## src/rtl/weight_tile_loader_pkg.sv

```systemverilog
// Shared types and helpers for the weight tile loader.
package weight_loader_pkg;

  typedef enum logic [2:0] {
    IDLE,
    CLEAR,
    FETCH,
    DRAIN,
    PRESENT,
    DONE
  } state_t;

  // Width of an index field able to address n positions (at least 1 bit).
  function automatic int unsigned tag_w(input int unsigned n);
    return (n > 1) ? $clog2(n) : 1;
  endfunction

  // Integer ceiling division, used for tile counts.
  function automatic int unsigned ceil_div(input int unsigned a, input int unsigned b);
    return (a + b - 1) / b;
  endfunction

endpackage

```

## src/rtl/weight_tile_loader_tag_pipe.sv

```systemverilog
// Fixed-depth delay line carrying the {en, row, col} tag of each weight read.
module read_tag_pipe #(
  parameter int unsigned DEPTH = 1,
  parameter int unsigned W     = 1
) (
  input  logic         clk,
  input  logic         reset,
  input  logic [W-1:0] tag_in,
  output logic [W-1:0] tag_out
);

  logic [DEPTH-1:0][W-1:0] stage_q;

  // Shift the tag one stage per cycle; reset drops every in-flight tag.
  always_ff @(posedge clk) begin
    if (!reset) begin
      stage_q <= '0;
    end else begin
      stage_q[0] <= tag_in;
      for (int i = 1; i < int'(DEPTH); i++) begin
        stage_q[i] <= stage_q[i-1];
      end
    end
  end

  assign tag_out = stage_q[DEPTH-1];

endmodule

```

## src/rtl/weight_tile_loader.sv

```systemverilog
// Streams weights from a synchronous memory into ROWS x COLS tiles with a valid/ready handoff.
module weight_tile_loader
  import weight_loader_pkg::*;
#(
  parameter int unsigned DATA_W       = 16,
  parameter int unsigned ROWS         = 9,
  parameter int unsigned COLS         = 9,
  parameter int unsigned DIM_W        = 16,
  parameter int unsigned ADDR_W       = 15,
  parameter int unsigned READ_LATENCY = 1
) (
  input  logic                          clk,
  input  logic                          reset,
  input  logic                          start,
  input  logic [ADDR_W-1:0]             base_addr,
  input  logic [DIM_W-1:0]              weight_size,
  input  logic [DIM_W-1:0]              number_filters,
  output logic                          mem_en,
  output logic [ADDR_W-1:0]             mem_addr,
  input  logic [DATA_W-1:0]             mem_data,
  output logic [DATA_W*ROWS*COLS-1:0]   tile_out,
  output logic                          tile_valid,
  input  logic                          tile_ready,
  output logic [DIM_W-1:0]              tile_filter_base,
  output logic [2*DIM_W-1:0]            tile_elem_base,
  output logic                          tile_last,
  output logic                          busy,
  output logic                          done
);

  localparam int unsigned RW   = tag_w(ROWS);
  localparam int unsigned CW   = tag_w(COLS);
  localparam int unsigned EW   = 2 * DIM_W;
  localparam int unsigned FBW  = DIM_W + 1;
  localparam int unsigned EBW  = EW + 1;
  localparam int unsigned DCW  = tag_w(READ_LATENCY + 1);
  localparam int unsigned TAGW = 1 + RW + CW;

  state_t                              state;
  logic [ADDR_W-1:0]                   base_q;
  logic [DIM_W-1:0]                    f_q;
  logic [EW-1:0]                       e_q;
  logic [FBW-1:0]                      fb_q;
  logic [EBW-1:0]                      eb_q;
  logic [RW-1:0]                       cnt_r;
  logic [CW-1:0]                       cnt_c;
  logic [DCW-1:0]                      drain_cnt;
  logic [RW-1:0]                       iss_r;
  logic [CW-1:0]                       iss_c;
  logic [ROWS-1:0][COLS-1:0][DATA_W-1:0] tile_q;

  logic [FBW-1:0]  filt_c;
  logic [EBW-1:0]  elem_c;
  logic            rd_en_c;
  logic            last_c;
  logic            more_elems_c;
  logic [TAGW-1:0] tag_d;
  logic            tag_en;
  logic [RW-1:0]   tag_r;
  logic [CW-1:0]   tag_c;

  // Filter/element indices of the current walk position and tile bookkeeping.
  always_comb begin
    filt_c       = fb_q + FBW'(cnt_c);
    elem_c       = eb_q + EBW'(cnt_r);
    rd_en_c      = (filt_c < FBW'(f_q)) && (elem_c < EBW'(e_q));
    last_c       = ((fb_q + FBW'(COLS)) >= FBW'(f_q)) && ((eb_q + EBW'(ROWS)) >= EBW'(e_q));
    more_elems_c = (eb_q + EBW'(ROWS)) < EBW'(e_q);
  end

  // Control FSM: walks each tile, issues reads, then presents it until accepted.
  always_ff @(posedge clk) begin
    if (!reset) begin
      state            <= IDLE;
      base_q           <= '0;
      f_q              <= '0;
      e_q              <= '0;
      fb_q             <= '0;
      eb_q             <= '0;
      cnt_r            <= '0;
      cnt_c            <= '0;
      drain_cnt        <= '0;
      iss_r            <= '0;
      iss_c            <= '0;
      mem_en           <= 1'b0;
      mem_addr         <= '0;
      tile_valid       <= 1'b0;
      tile_filter_base <= '0;
      tile_elem_base   <= '0;
      tile_last        <= 1'b0;
      busy             <= 1'b0;
      done             <= 1'b0;
    end else begin
      mem_en <= 1'b0;
      done   <= 1'b0;
      unique case (state)
        IDLE: begin
          if (start) begin
            base_q <= base_addr;
            f_q    <= number_filters;
            e_q    <= EW'(weight_size) * EW'(weight_size);
            fb_q   <= '0;
            eb_q   <= '0;
            busy   <= 1'b1;
            if ((weight_size == '0) || (number_filters == '0)) begin
              state <= DONE;
              done  <= 1'b1;
            end else begin
              state <= CLEAR;
            end
          end
        end
        CLEAR: begin
          cnt_r <= '0;
          cnt_c <= '0;
          state <= FETCH;
        end
        FETCH: begin
          mem_en <= rd_en_c;
          iss_r  <= cnt_r;
          iss_c  <= cnt_c;
          if (rd_en_c) begin
            mem_addr <= base_q + ADDR_W'(filt_c) * ADDR_W'(e_q) + ADDR_W'(elem_c);
          end
          if (cnt_c == CW'(COLS - 1)) begin
            cnt_c <= '0;
            if (cnt_r == RW'(ROWS - 1)) begin
              cnt_r     <= '0;
              drain_cnt <= '0;
              state     <= DRAIN;
            end else begin
              cnt_r <= cnt_r + 1'b1;
            end
          end else begin
            cnt_c <= cnt_c + 1'b1;
          end
        end
        DRAIN: begin
          if (drain_cnt == DCW'(READ_LATENCY)) begin
            state            <= PRESENT;
            tile_valid       <= 1'b1;
            tile_filter_base <= DIM_W'(fb_q);
            tile_elem_base   <= EW'(eb_q);
            tile_last        <= last_c;
          end else begin
            drain_cnt <= drain_cnt + 1'b1;
          end
        end
        PRESENT: begin
          if (tile_ready) begin
            tile_valid <= 1'b0;
            if (last_c) begin
              state <= DONE;
              done  <= 1'b1;
            end else begin
              state <= CLEAR;
              if (more_elems_c) begin
                eb_q <= eb_q + EBW'(ROWS);
              end else begin
                eb_q <= '0;
                fb_q <= fb_q + FBW'(COLS);
              end
            end
          end
        end
        DONE: begin
          state <= IDLE;
          busy  <= 1'b0;
        end
        default: state <= IDLE;
      endcase
    end
  end

  assign tag_d = {mem_en, iss_r, iss_c};

  read_tag_pipe #(
    .DEPTH (READ_LATENCY),
    .W     (TAGW)
  ) u_tag_pipe (
    .clk     (clk),
    .reset   (reset),
    .tag_in  (tag_d),
    .tag_out ({tag_en, tag_r, tag_c})
  );

  // Tile register: zeroed per tile (padding), then filled by tagged read data.
  always_ff @(posedge clk) begin
    if (!reset) begin
      tile_q <= '0;
    end else if (state == CLEAR) begin
      tile_q <= '0;
    end else if (tag_en) begin
      for (int r = 0; r < int'(ROWS); r++) begin
        for (int c = 0; c < int'(COLS); c++) begin
          if ((tag_r == RW'(r)) && (tag_c == CW'(c))) begin
            tile_q[r][c] <= mem_data;
          end
        end
      end
    end
  end

  assign tile_out = tile_q;

endmodule

```

## config.mk

```make
export PLATFORM = sky130hd
export DESIGN_NAME = weight_tile_loader
export DESIGN_NICKNAME = d
export VERILOG_FILES = /design/src/rtl/weight_tile_loader_pkg.sv /design/src/rtl/weight_tile_loader_tag_pipe.sv /design/src/rtl/weight_tile_loader.sv
export SDC_FILE = /design/constraint.sdc
export NUM_CORES = 2
export LEC_CHECK = 0
export ABC_AREA = 1
export BUFFER_PORTS_ARGS = -buffer_cell sky130_fd_sc_hd__buf_2
export CAP_MARGIN = 5
export CELL_PAD_IN_SITES_DETAIL_PLACEMENT = 0
export CELL_PAD_IN_SITES_GLOBAL_PLACEMENT = 2
export CORE_AREA = 2 2 566 568
export CTS_BUF_LIST = sky130_fd_sc_hd__clkbuf_4 sky130_fd_sc_hd__clkbuf_8 sky130_fd_sc_hd__clkbuf_16
export DETAILED_ROUTE_END_ITERATION = 12
export DIE_AREA = 0 0 568 570
export PLACE_DENSITY = 0.69
export SLEW_MARGIN = 20
export SYNTH_ARGS = -nofsm -noshare
export SYNTH_HDL_FRONTEND = slang
export SYNTH_HIERARCHICAL = 1
export SYNTH_SLANG_ARGS = --single-unit
```

## constraint.sdc

```tcl
create_clock -name clk -period 6 [get_ports clk]
set_clock_uncertainty 0.2 [all_clocks]
set_input_delay 0.3 -clock clk [delete_from_list [all_inputs] [get_ports clk]]
set_output_delay 0.3 -clock clk [all_outputs]
set_load 0.005 [all_outputs]
```

==> impl_metrics.toml <==
[cts]
cts_sinks = 1505
root_buffer = "clkbuf_16"
clock_latency_ns = 0.87
cts_max_level = 4
cts_tree = "built"
numCtsBuffers = 186
clk_pin_slew_worst_paths_ns = 0.06
clock_path_buffers = 4

[floorplan]
die_area_um2 = 324000
io_pins = 1431
die_w_um = 568
core_area_um2 = 317000
num_rows = 207
die_h_um = 570
initial_utilization = 0.217

[sta]
finalHoldViolCount = 0
tightest_slew_ns = 1.24
max_slew_margin = 0.172
post-route-period-util = 1.04
report.final.slew_viol_count = 0
final.setup.tns_ns = -0.332
hold_slack_ns = 0.116
setup_viol = 3
setup_slack_ns = -0.267
rsz0062_at_grt = "true"
fmax_mhz = 160
post-route-min-period_ns = 6.27

[job]
max_cap_violations = 0

[hold_path]
holdPathEnd = "f_q[5]"
whs_path_depth = 4
holdCritPathClass = "in2reg"
worstHoldStart = "number_filters[5]"

[finish]
areaGrowthSynthToFinish_pct = 31.0
multi_input_area_um2 = 34000
seq_area_um2 = 30100
drive_above_1_share = 0.220
fillers = 34500
final_nets = 11300

[routing]
drt_iter0_markers = 4568
wirelength_um = 347000
ant_nets = 0
vias_per_cell = 4.43
vias = 66400
wire_per_inst_um = 23.2
dr.pass1.iters = 5
drc = 0

[synth]
synth_cell_type_count = 51
synth-xor-area-share = 0.0167
ys_warn_count = 6
ys_seq_elements = 1505
synthMuxAreaShare = 0.000164
yosys_most_used_dff = "dfxtp_1"
synth_seq_area_share = 0.438
syn_inst = 9136
async_reset_ff_frac = 0
avgSynthCellArea_um2 = 7.53
synth_compound_area_frac = 0.0699
synth_top_family_by_area = "simple AND/OR/NAND/NOR gates"
netlist_area_um2 = 68800
netlist.area_leader.share = 0.438
synth_area_leaders = "dfxtp_1 44%, nor2_1 11%, nand2_1 8.8%"
synthAdderAreaFrac = 0.123
synth_top_cell_by_area = "dfxtp_1"
synth-simple-area-share = 0.273
synth-edff-count = 0

[placement]
post-dp-hpwl_um = 253000
post-place-ws_ns = -0.490
port_buffers = 1430
routabilityCongestion = 0.884

[critical_path]
worstSetupPathType = "reg2reg"
slowest_delay_ns = 0.59
start_kind = "register"
r2r-start = "fb_q[0]"
worstPathRequired_ns = 6.54
cp_max_fo = 7
arrival_ns = 6.80
cp_slowest_cell = "fa_1"
crit_top_cell = "fa_1"
reg2reg_depth = 29
timing.rr.end = "mem_addr[14]"
crit_path_end_kind = "register"
r2r_setup_slack_ns = -0.27

[global_routing]
grt_max_degree = 200
gr-total-overflow = 0
antenna_found_initial = 17
grt_pass1_wl_um = 485000
grt_pass1_vias = 63900
grt_use_total = 0.205

[status]
violations = "setup timing"
status = "finished, violations left"

[power_and_ir_drop]
p_leak_uw = 0.0404
p_per_area_nw_per_um2 = 441
peakVddDrop_mv = 0.573
-- through the flow --
step | total power [uW] | cell area [um^2] | instances | util
after floorplan | 20600 | 68900 | 9141 | -
after global placement | 27500 | 82500 | 14600 | 0.260
after detailed placement | 27500 | 82500 | 14600 | 0.260
after CTS | 39900 | 89800 | 15000 | 0.283
after global routing | 42600 | 90100 | 15000 | 0.284
final | 39700 | 90100 | 15000 | 0.284
-- critical path: cells and delay by family, from the launching register on --
kind                     cells  cell delay, ns
adder cells (fa/ha/maj)      9            3.82
AND/OR/NAND/NOR              9            0.74
buffers and inverters        8            0.47
XOR/XNOR                     2            0.38
flip-flops                   1            0.35
AO/OA/AOI/OAI                1            0.20
-- where the power goes --
part / switching [uW] / internal, uW / total, uW
combinational: 10400 / 7030 / 17400
sequential: 379 / 10400 / 10800
clock: 4800 / 6770 / 11600
total: 15500 / 24200 / 39700
-- cell usage after synthesis (all sizes together), types with 4 or more instances --
library cell / count
o211ai: 15
a21oi: 720
inv: 842
xor2: 106
a211oi: 9
nor2: 1981
o21ai: 170
nand4: 46
ha: 269
nor4: 14
xnor2: 25
buf: 72
nor3: 830
a31oi: 5
clkbuf: 499
o21bai: 4
nand3: 111
fa: 255
or2: 8
nand2: 1622
dfxtp: 1505
nand3b: 4
-- placed cells by master, fill, tap and decap left out, types with 35 or more instances in the layout --
cell type and count:
nor2_1 1927, nand2_1 1595, dfxtp_1 1497, buf_2 1412, nor3_1 827, inv_1 804
a21oi_1 707, buf_4 415, fa_1 249, ha_1 248, clkbuf_16 187, o21ai_0 150
nand3_1 101, xor2_1 101, dlygate4sd3_1 61, clkbuf_4 53, nor2_2 43, nand4_1 43
inv_2 35
-- repair_timing --
item,in CTS,in global routing
gates resized for setup,82,60
hold buffers,61,0
setup buffers,19,12
pin swaps,69,62
gates cloned,0,0
setup endpoints to repair,8,13
hold endpoints to repair,538,0
-- cells by family (layout without fill, tap and decap cells) --
group | count (synthesis) | after routing
other | 2 | 15
XOR/XNOR | 131 | 131
buffers and inverters | 1416 | 3088
flip-flops | 1505 | 1505
AO/OA/AOI/OAI | 937 | 937
multiplexers | 1 | 1
AND/OR/NAND/NOR | 4620 | 4620
adder cells (fa/ha/maj) | 524 | 524
-- per-layer routing --
metal,routed length [um],part of all wire,track usage
met1,145000,0.42,0.254
met2,166000,0.48,0.351
met3,23500,0.068,0.0444
met4,13100,0.038,0.0702
met5,30,0.000086,0
-- worst max-delay path by stage --
stage / slack (ns) / depth (start not counted) / from / to
floorplan: 0.005 / 24 / weight_size[14] / e_q[29]
global placement: -0.56 / 30 / cnt_c[0] / mem_addr[14]
detailed placement: -0.49 / 30 / fb_q[0] / mem_addr[14]
CTS: -0.29 / 29 / cnt_c[0] / mem_addr[14]
global route: -0.53 / 30 / fb_q[0] / mem_addr[14]
finish: -0.27 / 29 / fb_q[0] / mem_addr[14]
-- flip-flops by register name, summed over array words and instances, names as in the netlist --
register / flops
tile_filter_base: 16
tile_out: 1296
iss_c: 4
tile_valid: 1
tile_last: 1
u_tag_pipe/tag_out: 9
iss_r: 4
state: 3
e_q: 31
done: 1
mem_en: 1
drain_cnt: 1
cnt_r: 4
cnt_c: 4
eb_q: 33
busy: 1
mem_addr: 15
tile_elem_base: 32
fb_q: 17
f_q: 16
base_q: 15
-- area by class of cell --
type                    instances  area share
inverters                     845      0.0353
clock buffers                 273      0.0615
well taps                    4180      0.0580
clock inverters                48     0.00740
multi-input cells            6220       0.378
repair buffers               1922       0.126
diodes                          8    0.000222
flip-flops and latches       1505       0.334
(Power assumes the default switching activity.)
